**src/rtl/tbird_input_ctrl_if.sv**
```systemverilog
// Raw DE2 inputs plus the conditioned step/clear/request bundle for the tail-light stages.
interface tbird_input_ctrl_if;
  logic       key_step_n;
  logic       key_clear_n;
  logic       sw_enable;
  logic       sw_dir;
  logic       sw_auto;
  logic       sw_hazard;
  logic       step;
  logic       clear;
  logic       left_req;
  logic       right_req;
  logic [1:0] mode;
  logic [1:0] phase;

  // step and clear are single-cycle strobes with no back-pressure: a light stage
  // acts on the cycle a strobe is high and samples left_req/right_req in that cycle.
  modport master (
    output key_step_n, key_clear_n, sw_enable, sw_dir, sw_auto, sw_hazard,
    input  step, clear, left_req, right_req, mode, phase
  );

  modport slave (
    input  key_step_n, key_clear_n, sw_enable, sw_dir, sw_auto, sw_hazard,
    output step, clear, left_req, right_req, mode, phase
  );
endinterface

```
**src/rtl/tbird_input_ctrl.sv**
```systemverilog
// Tail-light front end: sync, debounce, step/clear strobes and left/right arbitration.
// Optional macro HAZARD_EN adds a hazard request that lights both sides for a full cycle.
module tbird_input_ctrl #(
  parameter int DEB_CYCLES  = 50000,
  parameter int TICK_CYCLES = 12500000,
  parameter int SYNC_STAGES = 2
) (
  input  logic               clk,
  input  logic               reset_n,
  tbird_input_ctrl_if.slave  bus
);

  typedef enum logic [1:0] {
    MODE_IDLE   = 2'b00,
    MODE_LEFT   = 2'b01,
    MODE_RIGHT  = 2'b10,
    MODE_HAZARD = 2'b11
  } mode_e;

  localparam int DW = (DEB_CYCLES > 1) ? $clog2(DEB_CYCLES) : 1;
  localparam int TW = $clog2(TICK_CYCLES);
  localparam logic [DW-1:0] DEB_MAX  = DW'(DEB_CYCLES - 1);
  localparam logic [TW-1:0] TICK_MAX = TW'(TICK_CYCLES - 1);

  // Synchroniser bit map: 0 step key, 1 clear key, 2 enable, 3 dir, 4 auto, 5 hazard.
`ifdef HAZARD_EN
  localparam int NIN = 6;
`else
  localparam int NIN = 5;
`endif
  localparam logic [NIN-1:0] SYNC_RST = NIN'(2'b11);

  logic [NIN-1:0] raw;
  logic [NIN-1:0] sync_q [SYNC_STAGES];
  logic [NIN-1:0] synced;

`ifdef HAZARD_EN
  assign raw = {bus.sw_hazard, bus.sw_auto, bus.sw_dir, bus.sw_enable,
                bus.key_clear_n, bus.key_step_n};
`else
  assign raw = {bus.sw_auto, bus.sw_dir, bus.sw_enable,
                bus.key_clear_n, bus.key_step_n};
`endif

  always_ff @(posedge clk or negedge reset_n) begin
    if (!reset_n) begin
      for (int i = 0; i < SYNC_STAGES; i++) sync_q[i] <= SYNC_RST;
    end else begin
      sync_q[0] <= raw;
      for (int i = 1; i < SYNC_STAGES; i++) sync_q[i] <= sync_q[i-1];
    end
  end

  assign synced = sync_q[SYNC_STAGES-1];

  logic en_s, dir_s, auto_s, haz_s;
  assign en_s   = synced[2];
  assign dir_s  = synced[3];
  assign auto_s = synced[4];
`ifdef HAZARD_EN
  assign haz_s  = synced[5];
`else
  assign haz_s  = 1'b0;
`endif

  // Debounce for both keys; a press event is the cycle the accepted level flips 1->0.
  logic [1:0]         key_acc_q, key_acc_d;
  logic [1:0][DW-1:0] deb_cnt_q, deb_cnt_d;
  logic [1:0]         press;

  always_comb begin
    key_acc_d = key_acc_q;
    deb_cnt_d = deb_cnt_q;
    press     = 2'b00;
    for (int k = 0; k < 2; k++) begin
      if (synced[k] == key_acc_q[k]) begin
        deb_cnt_d[k] = '0;
      end else if (deb_cnt_q[k] == DEB_MAX) begin
        key_acc_d[k] = synced[k];
        deb_cnt_d[k] = '0;
        press[k]     = key_acc_q[k];
      end else begin
        deb_cnt_d[k] = deb_cnt_q[k] + DW'(1);
      end
    end
  end

  always_ff @(posedge clk or negedge reset_n) begin
    if (!reset_n) begin
      key_acc_q <= 2'b11;
      deb_cnt_q <= '0;
    end else begin
      key_acc_q <= key_acc_d;
      deb_cnt_q <= deb_cnt_d;
    end
  end

  // Tick counter idles at 0 outside auto mode and for the first cycle after a mode
  // change, so toggling sw_auto can never produce a stray wrap.
  logic [TW-1:0] tick_q, tick_d;
  logic          auto_prev_q;
  logic          tick_wrap, clear_evt, step_evt;

  assign tick_wrap = auto_s & auto_prev_q & (tick_q == TICK_MAX);
  assign clear_evt = press[1];
  assign step_evt  = (auto_s ? tick_wrap : press[0]) & ~clear_evt;

  always_comb begin
    tick_d = tick_q + TW'(1);
    if (clear_evt || !auto_s || !auto_prev_q || (tick_q == TICK_MAX)) tick_d = '0;
  end

  always_ff @(posedge clk or negedge reset_n) begin
    if (!reset_n) begin
      tick_q      <= '0;
      auto_prev_q <= 1'b0;
    end else begin
      tick_q      <= tick_d;
      auto_prev_q <= auto_s;
    end
  end

  // Phase/mode FSM: the direction is latched only when a cycle starts at phase 0.
  mode_e      mode_q, mode_d;
  logic [1:0] phase_q, phase_d;
  logic       idle_left, idle_right;
  mode_e      target;

  assign idle_left  = haz_s | (en_s & ~dir_s);
  assign idle_right = haz_s | (en_s & dir_s);
  assign target     = haz_s ? MODE_HAZARD : (dir_s ? MODE_RIGHT : MODE_LEFT);

  always_comb begin
    mode_d  = mode_q;
    phase_d = phase_q;
    if (clear_evt) begin
      mode_d  = MODE_IDLE;
      phase_d = 2'd0;
    end else if (step_evt) begin
      if (phase_q == 2'd0) begin
        if (idle_left || idle_right) begin
          phase_d = 2'd1;
          mode_d  = target;
        end
      end else begin
        phase_d = phase_q + 2'd1;
        if (phase_q == 2'd3) mode_d = MODE_IDLE;
      end
    end
  end

  always_ff @(posedge clk or negedge reset_n) begin
    if (!reset_n) begin
      mode_q  <= MODE_IDLE;
      phase_q <= 2'd0;
    end else begin
      mode_q  <= mode_d;
      phase_q <= phase_d;
    end
  end

  always_comb begin
    bus.left_req  = idle_left;
    bus.right_req = idle_right;
    if (phase_q != 2'd0) begin
      bus.left_req  = (mode_q == MODE_LEFT)  || (mode_q == MODE_HAZARD);
      bus.right_req = (mode_q == MODE_RIGHT) || (mode_q == MODE_HAZARD);
    end
  end

  assign bus.step  = step_evt;
  assign bus.clear = clear_evt;
  assign bus.mode  = mode_q;
  assign bus.phase = phase_q;

endmodule

```
**src/flat_wrapper.sv**
```systemverilog
// flat-port wrapper written by rule: the top's interface ports become plain ports
module tbird_input_ctrl_flat 
#(
  parameter int DEB_CYCLES  = 50000,
  parameter int TICK_CYCLES = 12500000,
  parameter int SYNC_STAGES = 2
)
  (clk, reset_n, bus_key_step_n, bus_key_clear_n, bus_sw_enable, bus_sw_dir, bus_sw_auto, bus_sw_hazard, bus_step, bus_clear, bus_left_req, bus_right_req, bus_mode, bus_phase);
  tbird_input_ctrl_if bus_i ();
  input  logic clk;
  input  logic reset_n;
  input wire logic [$bits(bus_i.key_step_n)-1:0] bus_key_step_n;
  input wire logic [$bits(bus_i.key_clear_n)-1:0] bus_key_clear_n;
  input wire logic [$bits(bus_i.sw_enable)-1:0] bus_sw_enable;
  input wire logic [$bits(bus_i.sw_dir)-1:0] bus_sw_dir;
  input wire logic [$bits(bus_i.sw_auto)-1:0] bus_sw_auto;
  input wire logic [$bits(bus_i.sw_hazard)-1:0] bus_sw_hazard;
  output wire logic [$bits(bus_i.step)-1:0] bus_step;
  output wire logic [$bits(bus_i.clear)-1:0] bus_clear;
  output wire logic [$bits(bus_i.left_req)-1:0] bus_left_req;
  output wire logic [$bits(bus_i.right_req)-1:0] bus_right_req;
  output wire logic [$bits(bus_i.mode)-1:0] bus_mode;
  output wire logic [$bits(bus_i.phase)-1:0] bus_phase;
  assign bus_i.key_step_n = bus_key_step_n;
  assign bus_i.key_clear_n = bus_key_clear_n;
  assign bus_i.sw_enable = bus_sw_enable;
  assign bus_i.sw_dir = bus_sw_dir;
  assign bus_i.sw_auto = bus_sw_auto;
  assign bus_i.sw_hazard = bus_sw_hazard;
  assign bus_step = bus_i.step;
  assign bus_clear = bus_i.clear;
  assign bus_left_req = bus_i.left_req;
  assign bus_right_req = bus_i.right_req;
  assign bus_mode = bus_i.mode;
  assign bus_phase = bus_i.phase;
  tbird_input_ctrl #(.DEB_CYCLES(DEB_CYCLES), .TICK_CYCLES(TICK_CYCLES), .SYNC_STAGES(SYNC_STAGES)) u_core (.clk(clk), .reset_n(reset_n), .bus(bus_i));
endmodule
```
**config.mk**
```make
export PLATFORM = sky130hd
export DESIGN_NAME = tbird_input_ctrl_flat
export DESIGN_NICKNAME = d
export VERILOG_FILES = /design/src/rtl/tbird_input_ctrl_if.sv /design/src/rtl/tbird_input_ctrl.sv /design/src/flat_wrapper.sv
export SDC_FILE = /design/constraint.sdc
export NUM_CORES = 1
export LEC_CHECK = 0
export ABC_AREA = 1
export BUFFER_PORTS_ARGS = -buffer_cell sky130_fd_sc_hd__buf_2
export CORE_UTILIZATION = 25
export DETAILED_ROUTE_END_ITERATION = 10
export GPL_TIMING_DRIVEN = 0
export PLACE_DENSITY = 0.48
export SYNTH_ARGS = -nofsm -noshare
export SYNTH_HDL_FRONTEND = slang
export SYNTH_SLANG_ARGS = --single-unit
```
**constraint.sdc**
```tcl
create_clock -name clk -period 1.62 [get_ports clk]
set_clock_uncertainty 0.15 [all_clocks]
set_input_delay 0.324 -clock clk [delete_from_list [all_inputs] [get_ports clk]]
set_output_delay 0.324 -clock clk [all_outputs]
set_load 0.05 [all_outputs]
```
# [After elaboration in Yosys (flattened, before gate mapping)]
# Index checks and enable logic that the tools add are counted.
# W data, S select, Z words.
[classes] add_sub_neg=4 eq_ne=10 mux=22 n_bitwise=9 reduce_logical=16
[ops] op="$mux W16" n=4
[ops] op="$add A16 B1 Y16 const B" n=2
[ops] op="$eq A16 B16 Y1 const B" n=2
[ops] op="$add A24 B1 Y24 const B" n=1
[ops] op="$eq A24 B24 Y1 const B" n=1
[ops] op="$mux W24" n=1
[ops] op="$mux W2" n=10
[ops] op="$mux W1" n=7
[ops] op="$eq A2 B2 Y1 const B" n=3
[ops] op="$logic_or A1 B1 Y1" n=6
[ops] op="$reduce_and A2 Y1" n=3
[ops] op="$and A1 B1 Y1" n=5
[ops] op="$not A1 Y1" n=4
[ops] op="$reduce_bool A2 Y1" n=2
[ops] op="$ne A3 B2 Y1 const B" n=1
[ops] op="$reduce_and A3 Y1" n=1
[ops] op="$reduce_bool A3 Y1" n=1
[ops] op="$add A2 B1 Y2 const B" n=1
[ops] op="$eq A1 B1 Y1" n=2
[ops] op="$eq A2 B1 Y1 const B" n=1
[ops] op="$logic_not A1 Y1" n=2
[ops] op="$logic_not A2 Y1" n=1
[word_totals] reg_bits=73 wordCells=71 output_inout_bits=8

# [Longest topological paths before layout]
[logic_depth] ltp_word=7 depth_mapped=11

# [Worst setup path after synthesis]
# Ideal clock, no wire load.
[synth_path] kind="register to output" from="register u_core.phase_q[0], in the netlist u_core.bus.phase[0]" to="output port bus_right_req" n_path_buf=0 arrival_ns=2.079 slack_ns=-0.933 stages_incl_launch_ff=4 required_time_ns=1.146 path_cell_list="dfrtp_1 > inv_1 > ha_1 > o21ai_0"
[synth_via] elab_chain_cells=2
[synth_lines] item="start: declaration" line="tbird_input_ctrl.sv:125" source="logic [1:0] phase_q, phase_d;"
[synth_lines] item="start signal: assignment" line="tbird_input_ctrl.sv:158" source="phase_q <= phase_d;"
[synth_lines] item="$reduce_bool A2 Y1" line="tbird_input_ctrl.sv:165" source="if (phase_q != 2'd0) begin"
[synth_lines] item="$mux W1" line="tbird_input_ctrl.sv:165"
[synth_lines] item="end: declaration" line="flat_wrapper.sv:21" source="output wire logic [$bits(bus_i.right_req)-1:0] bus_right_req;"
# No other way between the ends.

# [Worst setup path in the final report]
[layout_path] from="register u_core.deb_cnt_q[17] (netlist bit)" to="output port bus_step"
[layout_via] elab_chain_cells=5
[layout_lines] item="start: declaration" line="tbird_input_ctrl.sv:68" source="logic [1:0][DW-1:0] deb_cnt_q, deb_cnt_d;"
[layout_lines] item="start signal: assignment" line="tbird_input_ctrl.sv:94" source="deb_cnt_q <= deb_cnt_d;"
[layout_lines] item="$eq A16 B16 Y1" line="tbird_input_ctrl.sv:78" source="end else if (deb_cnt_q[k] == DEB_MAX) begin"
[layout_lines] item="$mux W1" line="tbird_input_ctrl.sv:78"
[layout_lines] item="$mux W1" line="tbird_input_ctrl.sv:76" source="if (synced[k] == key_acc_q[k]) begin"
[layout_lines] item="$not A1 Y1" line="tbird_input_ctrl.sv:106" source="assign step_evt = (auto_s ? tick_wrap : press[0]) & ~clear_evt;"
[layout_lines] item="$and A1 B1 Y1" line="tbird_input_ctrl.sv:106"
[layout_lines] item="end: declaration" line="flat_wrapper.sv:18" source="output wire logic [$bits(bus_i.step)-1:0] bus_step;"
# No other way between the ends.

==> flow_metrics.env <==
export IMPL_status="finished with violations"
export IMPL_violations="setup timing"
export IMPL_rsz0062_at_grt="true"
export IMPL_drt_vias_per_instance=4.398
export IMPL_portBuffers=14
export IMPL_die_area_sq_um=15540
export IMPL_setup_viol=43
export IMPL_vias=3158
export IMPL_critPathArrivalTime_ps=1820
export IMPL_hold_violations=0
export IMPL_final_min_clock_period_ps=2293
export IMPL_wirelength_mm=8.845
export IMPL_drive_above_1_share=0.3614
export IMPL_dp_hpwl_mm=5.628
export IMPL_final_common_cell="nor2_1"
export IMPL_antenna_found_initial=0
export IMPL_yosys_warnings=0
export IMPL_ys_types=33
export IMPL_cp_start_kind="flip-flop"
export IMPL_gp_congestion=0.8331
export IMPL_ys_seq_area_frac=0.4875
export IMPL_drtAntennaViolNets=0
export IMPL_syn_cell_area_sq_um=3762
export IMPL_synth_nets=465
export IMPL_drc=0
export IMPL_crit_fanout=2
export IMPL_async_reset_ff_frac=1.000
export IMPL_clockBufferDepth=2
export IMPL_die_width_um=124.7
export IMPL_ir_drop_v=0.0005099
export IMPL_relSlewSlack=0.6864
export IMPL_synth_cells=453
export IMPL_hold_path_class="reg2reg"
export IMPL_fmaxAchievable_mhz=436.1
export IMPL_wire_per_inst_um=12.32
export IMPL_synth_edff_count=0
export IMPL_cts_clk_slew_worst_paths_ps=60
export IMPL_crit_slowest_cell="dfrtp_1"
export IMPL_grt_usage=0.1161
export IMPL_pin_count=16
export IMPL_final_max_slew_violation_count=0
export IMPL_synth_avg_cell_area_sq_um=8.305
export IMPL_area_growth_pct=41.94
export IMPL_crit_required_ps=1150
export IMPL_final_cell_mix="nor2_1, dfrtp_1, nand2_1, inv_1, buf_4"
export IMPL_die_h_um=124.7
export IMPL_utilization=0.3660
export IMPL_firstDrtPassIters=4
export IMPL_initial_utilization=0.2579
export IMPL_grt_remaining_overflow=0
export IMPL_htree_levels=3
export IMPL_max_stage_delay_ps=380
export IMPL_rows=44
export IMPL_finalNetCount=541
export IMPL_grt_pass1_wl_mm=14.41
export IMPL_timing_critical_path_mode_cell="nor2_4"
export IMPL_ys_ff_latch=73
export IMPL_grt_pass1_vias=3061
export IMPL_dp_slack_ps=-553.2
export IMPL_clock_sinks=73
export IMPL_p_leak_nw=2.291
export IMPL_worstSetupPathType="reg2out"
export IMPL_worst_slack_ps=-672.8
export IMPL_ff2ff_setup_slack_ps=-370
export IMPL_cp_top_family="simple AND/OR/NAND/NOR gates"
export IMPL_crit_path_end_kind="primary output"
export IMPL_root_buffer="clkbuf_16"
export IMPL_whs_ps=195.8
export IMPL_p_per_area_nw_per_um2=802.6
export IMPL_grt_max_degree=49
export IMPL_cts_tree="done"
export IMPL_crit_chain="ha_2, nand2_2, nor2_4, inv_2, nor2_2, nand2_2, nor2_4, nand2_4, clkinvlp_4, nor2_4, buf_8"
export IMPL_drv_cap=0
export IMPL_clock_latency_ps=340
export IMPL_core_area_sq_um=14590
export IMPL_crit_buf_inv=3
export IMPL_cts_made_buffers=9
export IMPL_finalCritPeriodShare=1.415
export IMPL_n_fill_cell=1442
export IMPL_tightest_slew_ps=468.1
export IMPL_insertedDiodeCount=0
export IMPL_synthFlopType="dfrtp_1"
export IMPL_drt_iter0_drc=119
synth_stat cells, types with 3 or more instances:
library cell	count	area share
nor2_1	87	0.087
dfrtp_1	67	0.45
nand2_1	65	0.065
inv_1	63	0.063
nand3_1	31	0.041
a21oi_1	16	0.021
nor3_1	14	0.019
xor2_1	14	0.033
nand4_1	13	0.022
o21ai_0	13	0.017
nor2_2	10	0.017
inv_2	7	0.0070
dfstp_2	6	0.042
xnor2_1	5	0.012
ha_1	4	0.013
nand2_2	4	0.0067
nor2_4	4	0.012
nor3b_1	4	0.0080
nor3b_2	4	0.013
nand2_4	3	0.0090
nand3_2	3	0.0080
nor3_2	3	0.0080
power breakdown:
part,total [mW],switching (mW),internal [mW]
registers,1.88,0.0269,1.86
clock network,2.15,0.798,1.36
logic,0.248,0.134,0.115
total,4.29,0.958,3.33
per-layer routing:
layer,part of all wire,GRT usage,vias to the layer above
met5,0,0,-
met4,0.015,0.04323,0
met3,0.024,0.03265,11
met2,0.51,0.1921,31
met1,0.45,0.1428,1516
li1,-,-,1600
registers in the layout, indices dropped and copies added (netlist names):
register / count
u_core.deb_cnt_q: 32
u_core.tick_q: 24
u_core.sync_q: 5
u_core.synced: 5
u_core.bus.mode: 2
u_core.bus.phase: 2
u_core.key_acc_q: 2
u_core.auto_prev_q: 1
worst paths after layout:
path / cells after the start / from / endpoint
setup / recovery: 11 / u_core.deb_cnt_q[17]$_DFF_PN0_ / bus_step
hold / removal: 0 / u_core.sync_q[9]$_DFF_PN0_ / u_core.synced[4]$_DFF_PN0_
setup reg to reg: 13 / u_core.deb_cnt_q[17]$_DFF_PN0_ / u_core.tick_q[12]$_DFF_PN0_
hold reg to reg: 0 / u_core.sync_q[9]$_DFF_PN0_ / u_core.synced[4]$_DFF_PN0_
max in group asynchronous: 3 / reset_n / u_core.key_acc_q[0]$_DFFE_PN1P_
min in group asynchronous: 2 / reset_n / u_core.tick_q[12]$_DFF_PN0_
cell families (layout without fill, tap and decap cells):
group	count (synthesis)	count (layout)	share of synthesized area
simple gates	250	250	0.3266
mux	1	1	0.002993
buf+inv	72	153	0.07582
compound gates	34	34	0.04955
fa+ha+maj	4	4	0.01330
xor+xnor	19	19	0.04423
flops	73	73	0.4875
through the flow:
step / total power [mW] / setup TNS (ps) / cells / area, sq um
floorplan: 1.982 / -2074 / 453 / 3829
global placement: 2.050 / -40530 / 651 / 4129
detailed placement: 2.064 / -10450 / 652 / 4159
CTS: 4.321 / -10410 / 687 / 4837
global route: 4.471 / -17030 / 718 / 5340
finish: 4.286 / -12210 / 718 / 5340
area by class of cell:
class	count	area (sq um)	share of cell area
flip-flops and latches	73	1839	0.3444
plain buffers	2	30.03	0.005623
inverters	70	281.5	0.05272
multi-input cells	308	2037	0.3814
clock buffers	10	229.0	0.04288
clock inverters	6	90.09	0.01687
well taps	184	230.2	0.04311
repair buffers	65	603.1	0.1129
repair_timing:
item / in CTS / in global routing
setup buffers: 12 / 34
endpoints found under the setup margin: 50 / 51
gates cloned: 1 / 1
hold buffers: 6 / 0
pin swaps: 17 / 27
gates resized for setup: 46 / 70
endpoints found under the hold margin: 30 / 0
No activity file was read; power rests on OpenSTA's default activity.
